**src/rtl/alu_rr_scheduler_if.sv**
```systemverilog
// Bundle of requester, ALU and response signals for alu_rr_scheduler.
// slave: the scheduler's view. master: the requester/ALU side.
// Optional macro ALU_OVF_STICKY_EN adds the ovf_sticky / ovf_clr pair.
interface alu_rr_scheduler_if #(
    parameter int NREQ  = 2,
    parameter int NBITS = 3
);
    localparam int IDW = $clog2(NREQ);

    logic [NREQ-1:0]       req;
    logic [NREQ*NBITS-1:0] req_a;
    logic [NREQ*NBITS-1:0] req_b;
    logic [NREQ*2-1:0]     req_f;
    logic [NREQ-1:0]       gnt;
    logic [NBITS-1:0]      alu_a;
    logic [NBITS-1:0]      alu_b;
    logic [1:0]            alu_f;
    logic [NBITS-1:0]      alu_y;
    logic                  alu_ovf;
    logic                  rsp_valid;
    logic [IDW-1:0]        rsp_id;
    logic [NBITS-1:0]      rsp_y;
    logic                  rsp_ovf;
    logic                  busy;
`ifdef ALU_OVF_STICKY_EN
    logic [NREQ-1:0]       ovf_sticky;
    logic [NREQ-1:0]       ovf_clr;

    modport slave (
        input  req, req_a, req_b, req_f, alu_y, alu_ovf, ovf_clr,
        output gnt, alu_a, alu_b, alu_f, rsp_valid, rsp_id, rsp_y, rsp_ovf, busy, ovf_sticky
    );
    modport master (
        output req, req_a, req_b, req_f, alu_y, alu_ovf, ovf_clr,
        input  gnt, alu_a, alu_b, alu_f, rsp_valid, rsp_id, rsp_y, rsp_ovf, busy, ovf_sticky
    );
`else
    modport slave (
        input  req, req_a, req_b, req_f, alu_y, alu_ovf,
        output gnt, alu_a, alu_b, alu_f, rsp_valid, rsp_id, rsp_y, rsp_ovf, busy
    );
    modport master (
        output req, req_a, req_b, req_f, alu_y, alu_ovf,
        input  gnt, alu_a, alu_b, alu_f, rsp_valid, rsp_id, rsp_y, rsp_ovf, busy
    );
`endif
endinterface

```
**src/rtl/alu_rr_scheduler.sv**
```systemverilog
// Round-robin scheduler sharing one combinational signed ALU between NREQ
// requesters. One operation per IDLE -> EXEC -> RESP pass, no pipelining.
// Optional macro ALU_OVF_STICKY_EN: per-requester sticky overflow flags.
//
// state | meaning
// IDLE  | waiting; arbitrates and latches the winner's operands
// EXEC  | grant pulse; ALU settles on the latched operands
// RESP  | rsp_valid pulse with the captured result
module alu_rr_scheduler #(
    parameter int NREQ  = 2,
    parameter int NBITS = 3
) (
    input logic            clk_2,
    input logic            reset,
    alu_rr_scheduler_if.slave bus
);
    localparam int IDW = $clog2(NREQ);

    typedef enum logic [1:0] {S_IDLE, S_EXEC, S_RESP} state_t;

    state_t           state, state_nxt;
    logic             grant_en;
    logic             capture_en;
    logic [IDW-1:0]   rr_ptr;
    logic [IDW-1:0]   winner;
    logic             cap_ovf;

    logic [NREQ-1:0]  gnt_q;
    logic [NBITS-1:0] alu_a_q;
    logic [NBITS-1:0] alu_b_q;
    logic [1:0]       alu_f_q;
    logic             rsp_valid_q;
    logic [IDW-1:0]   rsp_id_q;
    logic [NBITS-1:0] rsp_y_q;
    logic             rsp_ovf_q;

    // First pending requester after ptr, wrapping modulo NREQ.
    function automatic logic [IDW-1:0] pick_winner(input logic [NREQ-1:0] r,
                                                   input logic [IDW-1:0]  ptr);
        logic [IDW-1:0] w;
        logic           found;
        int             idx;
        w     = ptr;
        found = 1'b0;
        idx   = 0;
        for (int i = 1; i <= NREQ; i++) begin
            idx = (int'(ptr) + i) % NREQ;
            if (!found && r[IDW'(idx)]) begin
                w     = IDW'(idx);
                found = 1'b1;
            end
        end
        return w;
    endfunction

    assign winner = pick_winner(bus.req, rr_ptr);

    // Logic ops never report overflow, whatever the ALU flag says.
    assign cap_ovf = alu_f_q[1] ? 1'b0 : bus.alu_ovf;

    // State register.
    always_ff @(posedge clk_2 or posedge reset) begin
        if (reset) state <= S_IDLE;
        else       state <= state_nxt;
    end

    // Next-state and datapath strobes.
    always_comb begin
        state_nxt  = state;
        grant_en   = 1'b0;
        capture_en = 1'b0;
        case (state)
            S_IDLE: begin
                if (|bus.req) begin
                    grant_en  = 1'b1;
                    state_nxt = S_EXEC;
                end
            end
            S_EXEC: begin
                capture_en = 1'b1;
                state_nxt  = S_RESP;
            end
            S_RESP:  state_nxt = S_IDLE;
            default: state_nxt = S_IDLE;
        endcase
    end

    // Operand latch on grant, result capture at the end of EXEC.
    always_ff @(posedge clk_2 or posedge reset) begin
        if (reset) begin
            gnt_q       <= '0;
            alu_a_q     <= '0;
            alu_b_q     <= '0;
            alu_f_q     <= '0;
            rr_ptr      <= IDW'(NREQ - 1);
            rsp_valid_q <= 1'b0;
            rsp_id_q    <= '0;
            rsp_y_q     <= '0;
            rsp_ovf_q   <= 1'b0;
        end else begin
            gnt_q       <= '0;
            rsp_valid_q <= 1'b0;
            if (grant_en) begin
                alu_a_q <= bus.req_a[int'(winner)*NBITS +: NBITS];
                alu_b_q <= bus.req_b[int'(winner)*NBITS +: NBITS];
                alu_f_q <= bus.req_f[int'(winner)*2 +: 2];
                gnt_q   <= NREQ'(1) << winner;
                rr_ptr  <= winner;
            end
            if (capture_en) begin
                rsp_y_q     <= bus.alu_y;
                rsp_id_q    <= rr_ptr;
                rsp_ovf_q   <= cap_ovf;
                rsp_valid_q <= 1'b1;
            end
        end
    end

    assign bus.gnt       = gnt_q;
    assign bus.alu_a     = alu_a_q;
    assign bus.alu_b     = alu_b_q;
    assign bus.alu_f     = alu_f_q;
    assign bus.rsp_valid = rsp_valid_q;
    assign bus.rsp_id    = rsp_id_q;
    assign bus.rsp_y     = rsp_y_q;
    assign bus.rsp_ovf   = rsp_ovf_q;
    assign bus.busy      = (state != S_IDLE);

`ifdef ALU_OVF_STICKY_EN
    logic [NREQ-1:0] sticky_q;
    logic [NREQ-1:0] sticky_set;

    // rr_ptr still names the owner at the capture edge.
    assign sticky_set = (capture_en && cap_ovf) ? (NREQ'(1) << rr_ptr) : '0;

    // Sticky overflow per requester; a set beats a same-cycle clear.
    always_ff @(posedge clk_2 or posedge reset) begin
        if (reset) sticky_q <= '0;
        else       sticky_q <= (sticky_q & ~bus.ovf_clr) | sticky_set;
    end

    assign bus.ovf_sticky = sticky_q;
`endif
endmodule

```
**src/flat_wrapper.sv**
```systemverilog
// flat-port wrapper written by rule: the top's interface ports become plain ports
module alu_rr_scheduler_flat 
#(
    parameter int NREQ  = 2,
    parameter int NBITS = 3
)
  (clk_2, reset, bus_req, bus_req_a, bus_req_b, bus_req_f, bus_alu_y, bus_alu_ovf, bus_gnt, bus_alu_a, bus_alu_b, bus_alu_f, bus_rsp_valid, bus_rsp_id, bus_rsp_y, bus_rsp_ovf, bus_busy);
  alu_rr_scheduler_if #(.NREQ(NREQ), .NBITS(NBITS)) bus_i ();
  input logic clk_2;
  input logic reset;
  input wire logic [$bits(bus_i.req)-1:0] bus_req;
  input wire logic [$bits(bus_i.req_a)-1:0] bus_req_a;
  input wire logic [$bits(bus_i.req_b)-1:0] bus_req_b;
  input wire logic [$bits(bus_i.req_f)-1:0] bus_req_f;
  input wire logic [$bits(bus_i.alu_y)-1:0] bus_alu_y;
  input wire logic [$bits(bus_i.alu_ovf)-1:0] bus_alu_ovf;
  output wire logic [$bits(bus_i.gnt)-1:0] bus_gnt;
  output wire logic [$bits(bus_i.alu_a)-1:0] bus_alu_a;
  output wire logic [$bits(bus_i.alu_b)-1:0] bus_alu_b;
  output wire logic [$bits(bus_i.alu_f)-1:0] bus_alu_f;
  output wire logic [$bits(bus_i.rsp_valid)-1:0] bus_rsp_valid;
  output wire logic [$bits(bus_i.rsp_id)-1:0] bus_rsp_id;
  output wire logic [$bits(bus_i.rsp_y)-1:0] bus_rsp_y;
  output wire logic [$bits(bus_i.rsp_ovf)-1:0] bus_rsp_ovf;
  output wire logic [$bits(bus_i.busy)-1:0] bus_busy;
  assign bus_i.req = bus_req;
  assign bus_i.req_a = bus_req_a;
  assign bus_i.req_b = bus_req_b;
  assign bus_i.req_f = bus_req_f;
  assign bus_i.alu_y = bus_alu_y;
  assign bus_i.alu_ovf = bus_alu_ovf;
  assign bus_gnt = bus_i.gnt;
  assign bus_alu_a = bus_i.alu_a;
  assign bus_alu_b = bus_i.alu_b;
  assign bus_alu_f = bus_i.alu_f;
  assign bus_rsp_valid = bus_i.rsp_valid;
  assign bus_rsp_id = bus_i.rsp_id;
  assign bus_rsp_y = bus_i.rsp_y;
  assign bus_rsp_ovf = bus_i.rsp_ovf;
  assign bus_busy = bus_i.busy;
  alu_rr_scheduler #(.NREQ(NREQ), .NBITS(NBITS)) u_core (.clk_2(clk_2), .reset(reset), .bus(bus_i));
endmodule
```
**config.mk**
```make
export PLATFORM = sky130hd
export DESIGN_NAME = alu_rr_scheduler_flat
export DESIGN_NICKNAME = d
export VERILOG_FILES = /design/src/rtl/alu_rr_scheduler_if.sv /design/src/rtl/alu_rr_scheduler.sv /design/src/flat_wrapper.sv
export SDC_FILE = /design/constraint.sdc
export NUM_CORES = 1
export LEC_CHECK = 0
export CAP_MARGIN = 20
export CORE_MARGIN = 4
export CORE_UTILIZATION = 38
export CTS_BUF_LIST = sky130_fd_sc_hd__clkbuf_16
export DETAILED_ROUTE_END_ITERATION = 16
export GPL_TIMING_DRIVEN = 0
export PLACE_DENSITY = 0.89
export SLEW_MARGIN = 20
export SYNTH_ARGS = -nofsm -noshare
export SYNTH_HDL_FRONTEND = slang
export SYNTH_SLANG_ARGS = --single-unit
```
**constraint.sdc**
```tcl
create_clock -name clk_2 -period 1.9 [get_ports clk_2]
set_input_delay 0.38 -clock clk_2 [delete_from_list [all_inputs] [get_ports clk_2]]
set_output_delay 0.38 -clock clk_2 [all_outputs]
set_load 0.01 [all_outputs]
```
==> impl_metrics.json <==
{
  "io_buffers": 40,
  "synth-xor-area-share_pct": 3.140,
  "syn_nets": 80,
  "grtUsageTotal_pct": 11.89,
  "cts_tree": "yes",
  "ant_nets": 0,
  "critical_path_class": "input port to flip-flop",
  "timing.rr.start": "u_core.rr_ptr",
  "numCtsBuffers": 3,
  "grt_start_max_net_pins": 20,
  "reg2reg_slack_ns": 0.34,
  "synth_fa_ha_area_share_pct": 0,
  "cts-root-buf": "clkbuf_16",
  "avgViaCountPerCell": 4.409,
  "rows": 16,
  "ys_seq_area_share_pct": 59.81,
  "cap_violations": 0,
  "critPathCaptureType": "flip-flop",
  "status": "completed",
  "critPathArrivalTime_ns": 1.92,
  "crit_start": "bus_req[0]",
  "r2r-end": "u_core.bus.alu_f[1]",
  "relSlewSlack_pct": 54.61,
  "dpl_cell_area_um2": 1231,
  "cts_buffer_depth": 2,
  "ir_drop_mv": 0.9777,
  "ios": 41,
  "post-route-drc-count": 0,
  "clk_pin_slew_worst_paths_ns": 0.05,
  "place.gp.congestion": 0.6749,
  "first_global_vias": 598,
  "tightestPinTransition_ns": 0.6801,
  "syn_area_um2": 797.0,
  "syn2layout_area_growth_pct": 65.93,
  "drtIter0Drc": 3,
  "dieArea_um2": 2894,
  "max_freq_mhz": 557.0,
  "final_common_cell": "clkdlybuf4s50_1",
  "synth_top_family_by_area": "multiplexers",
  "overflow": 0,
  "dp_cells": 123,
  "whs_path_depth": 1,
  "min_period_ns": 1.795,
  "setup_viol": 0,
  "antenna_found_initial": 0,
  "vias": 560,
  "min_path_type": "flip-flop to flip-flop",
  "postSynthAreaPerCell_um2": 14.23,
  "setup_slack_ns": 0.1047,
  "finalCritPeriodShare_pct": 94.49,
  "stdcell_count": 127,
  "wirelength_mm": 1.591,
  "synthDistinctLibCells": 12,
  "drive_gt1_share_pct": 26.00,
  "worst_clock_skew_ns": 0.001252,
  "yosys-mux-area-fraction_pct": 28.26,
  "worst-path-max-fanout": 10,
  "wl_per_cell_um": 12.53,
  "drt-pass1-iter-count": 3,
  "fp.dieW_um": 53.80,
  "synth-compound-area-share_pct": 1.256,
  "ys_ff_latch": 19,
  "core_um2": 1982,
  "nFillCells": 151,
  "rsz0062_at_grt": "false",
  "die_h_um": 53.80,
  "clock_sinks": 19,
  "tns_ns": 0,
  "pre_cts_ws_ns": -0.2645,
  "design_area_um2": 1323,
  "synth_cells": 56,
  "htree_num_levels": 1,
  "cellLeakagePower_nw": 0.5575,
  "cts_setup_buffers": 0,
  "min_to": "u_core.state[1]",
  "start_util_pct": 40.21,
  "final_cell_mix": "40 x clkdlybuf4s50_1, 20 x mux2_2, 18 x dfrtp_1",
  "required_ns": 2.03,
  "fin_nets": 125,
  "r2r_cells": 3,
  "slew_violations": 0,
  "diodes": 0,
  "crit_path_start_kind": "input port",
  "power.density_nw_per_um2": 1664,
  "grt_pass1_wl_mm": 2.477,
  "hold_viol": 0,
  "yosys.area_share.simple_pct": 4.710,
  "postCtsHoldBufs": 0,
  "yosysWarnings": 0,
  "hp-start": "u_core.state[1]",
  "insertion_delay_ns": 0.24
}
[synthesized netlist by cell type]
cell / instances / area (µm²)
xnor2_2: 1 / 16.27
dfstp_2: 1 / 26.28
nand2_1: 1 / 3.750
nor2_1: 2 / 7.510
nand3b_1: 1 / 7.510
dfrtp_1: 18 / 450.4
nor2b_1: 3 / 18.77
mux2_2: 20 / 225.2
xnor2_1: 1 / 8.760
clkbuf_1: 2 / 7.510
inv_1: 4 / 15.01
o21ai_0: 2 / 10.01
[layout make-up]
| type | count | area (µm²) | area share [%] |
|---|---|---|---|
| Clock buffer | 3 | 75.07 | 5.676 |
| Buffer | 2 | 8.758 | 0.6623 |
| Tap cell | 27 | 33.78 | 2.554 |
| Multi-Input combinational cell | 31 | 309.0 | 23.37 |
| Timing Repair Buffer | 40 | 400.4 | 30.27 |
| Clock inverter | 1 | 3.754 | 0.2838 |
| Sequential cell | 19 | 476.7 | 36.05 |
| Inverter | 4 | 15.01 | 1.135 |
[state kept, by name (all words and copies together), names as in the netlist]
register,cells
u_core.bus.alu_a,3
u_core.bus.alu_b,3
u_core.bus.alu_f,2
u_core.bus.gnt,2
u_core.bus.rsp_id,1
u_core.bus.rsp_ovf,1
u_core.bus.rsp_valid,1
u_core.bus.rsp_y,3
u_core.rr_ptr,1
u_core.state,2
[worst max path at each step]
stage               cells past startpoint                   to  slack [ns]
finish                                  4  u_core.bus.alu_f[1]        0.10
global route                            4  u_core.bus.alu_b[0]        0.03
CTS                                     4  u_core.bus.alu_f[1]        0.03
detailed placement                      4  u_core.bus.alu_f[1]       -0.26
global placement                        4  u_core.bus.alu_a[0]       -0.23
floorplan                               3  u_core.bus.alu_b[2]        0.41
[critical path, cell delays in order]
cell and delay (ns):
clkdlybuf4s50_1 0.51, xnor2_4 0.38, mux2_2 0.37, mux2_2 0.27
[cell families after synthesis]
logic type / count (synthesis)
buf+inv: 6
mux: 20
xor+xnor: 2
flops: 19
compound gates: 2
simple gates: 7
[per-stage QoR]
step	power [mW]	utilization (%)	hold WS, ns
2_1_floorplan	1.273	-	0.3304
3_3_place_gp	1.746	62.12	0.4413
3_5_place_dp	1.785	62.12	0.4460
4_1_cts	2.230	66.67	0.4531
5_1_grt	2.338	66.73	0.5006
6_report	2.201	66.73	0.4506
[power by group]
group          internal [mW]  switching (mW)  total [mW]
registers              0.623           0.114       0.737
logic                  0.665           0.384        1.05
clock network          0.279           0.136       0.415
[per-layer routing]
layer / wire, µm / GRT usage, %
met5: 0 / 0
met4: 0 / 3.830
met1: 622 / 13.05
met3: 139 / 3.878
met2: 830 / 21.37
[timing repair]
item,CTS,global route
gates resized for setup,1,2
gates cloned,0,0
setup endpoints to repair,1,7
Power figures use the tool's default switching activity.
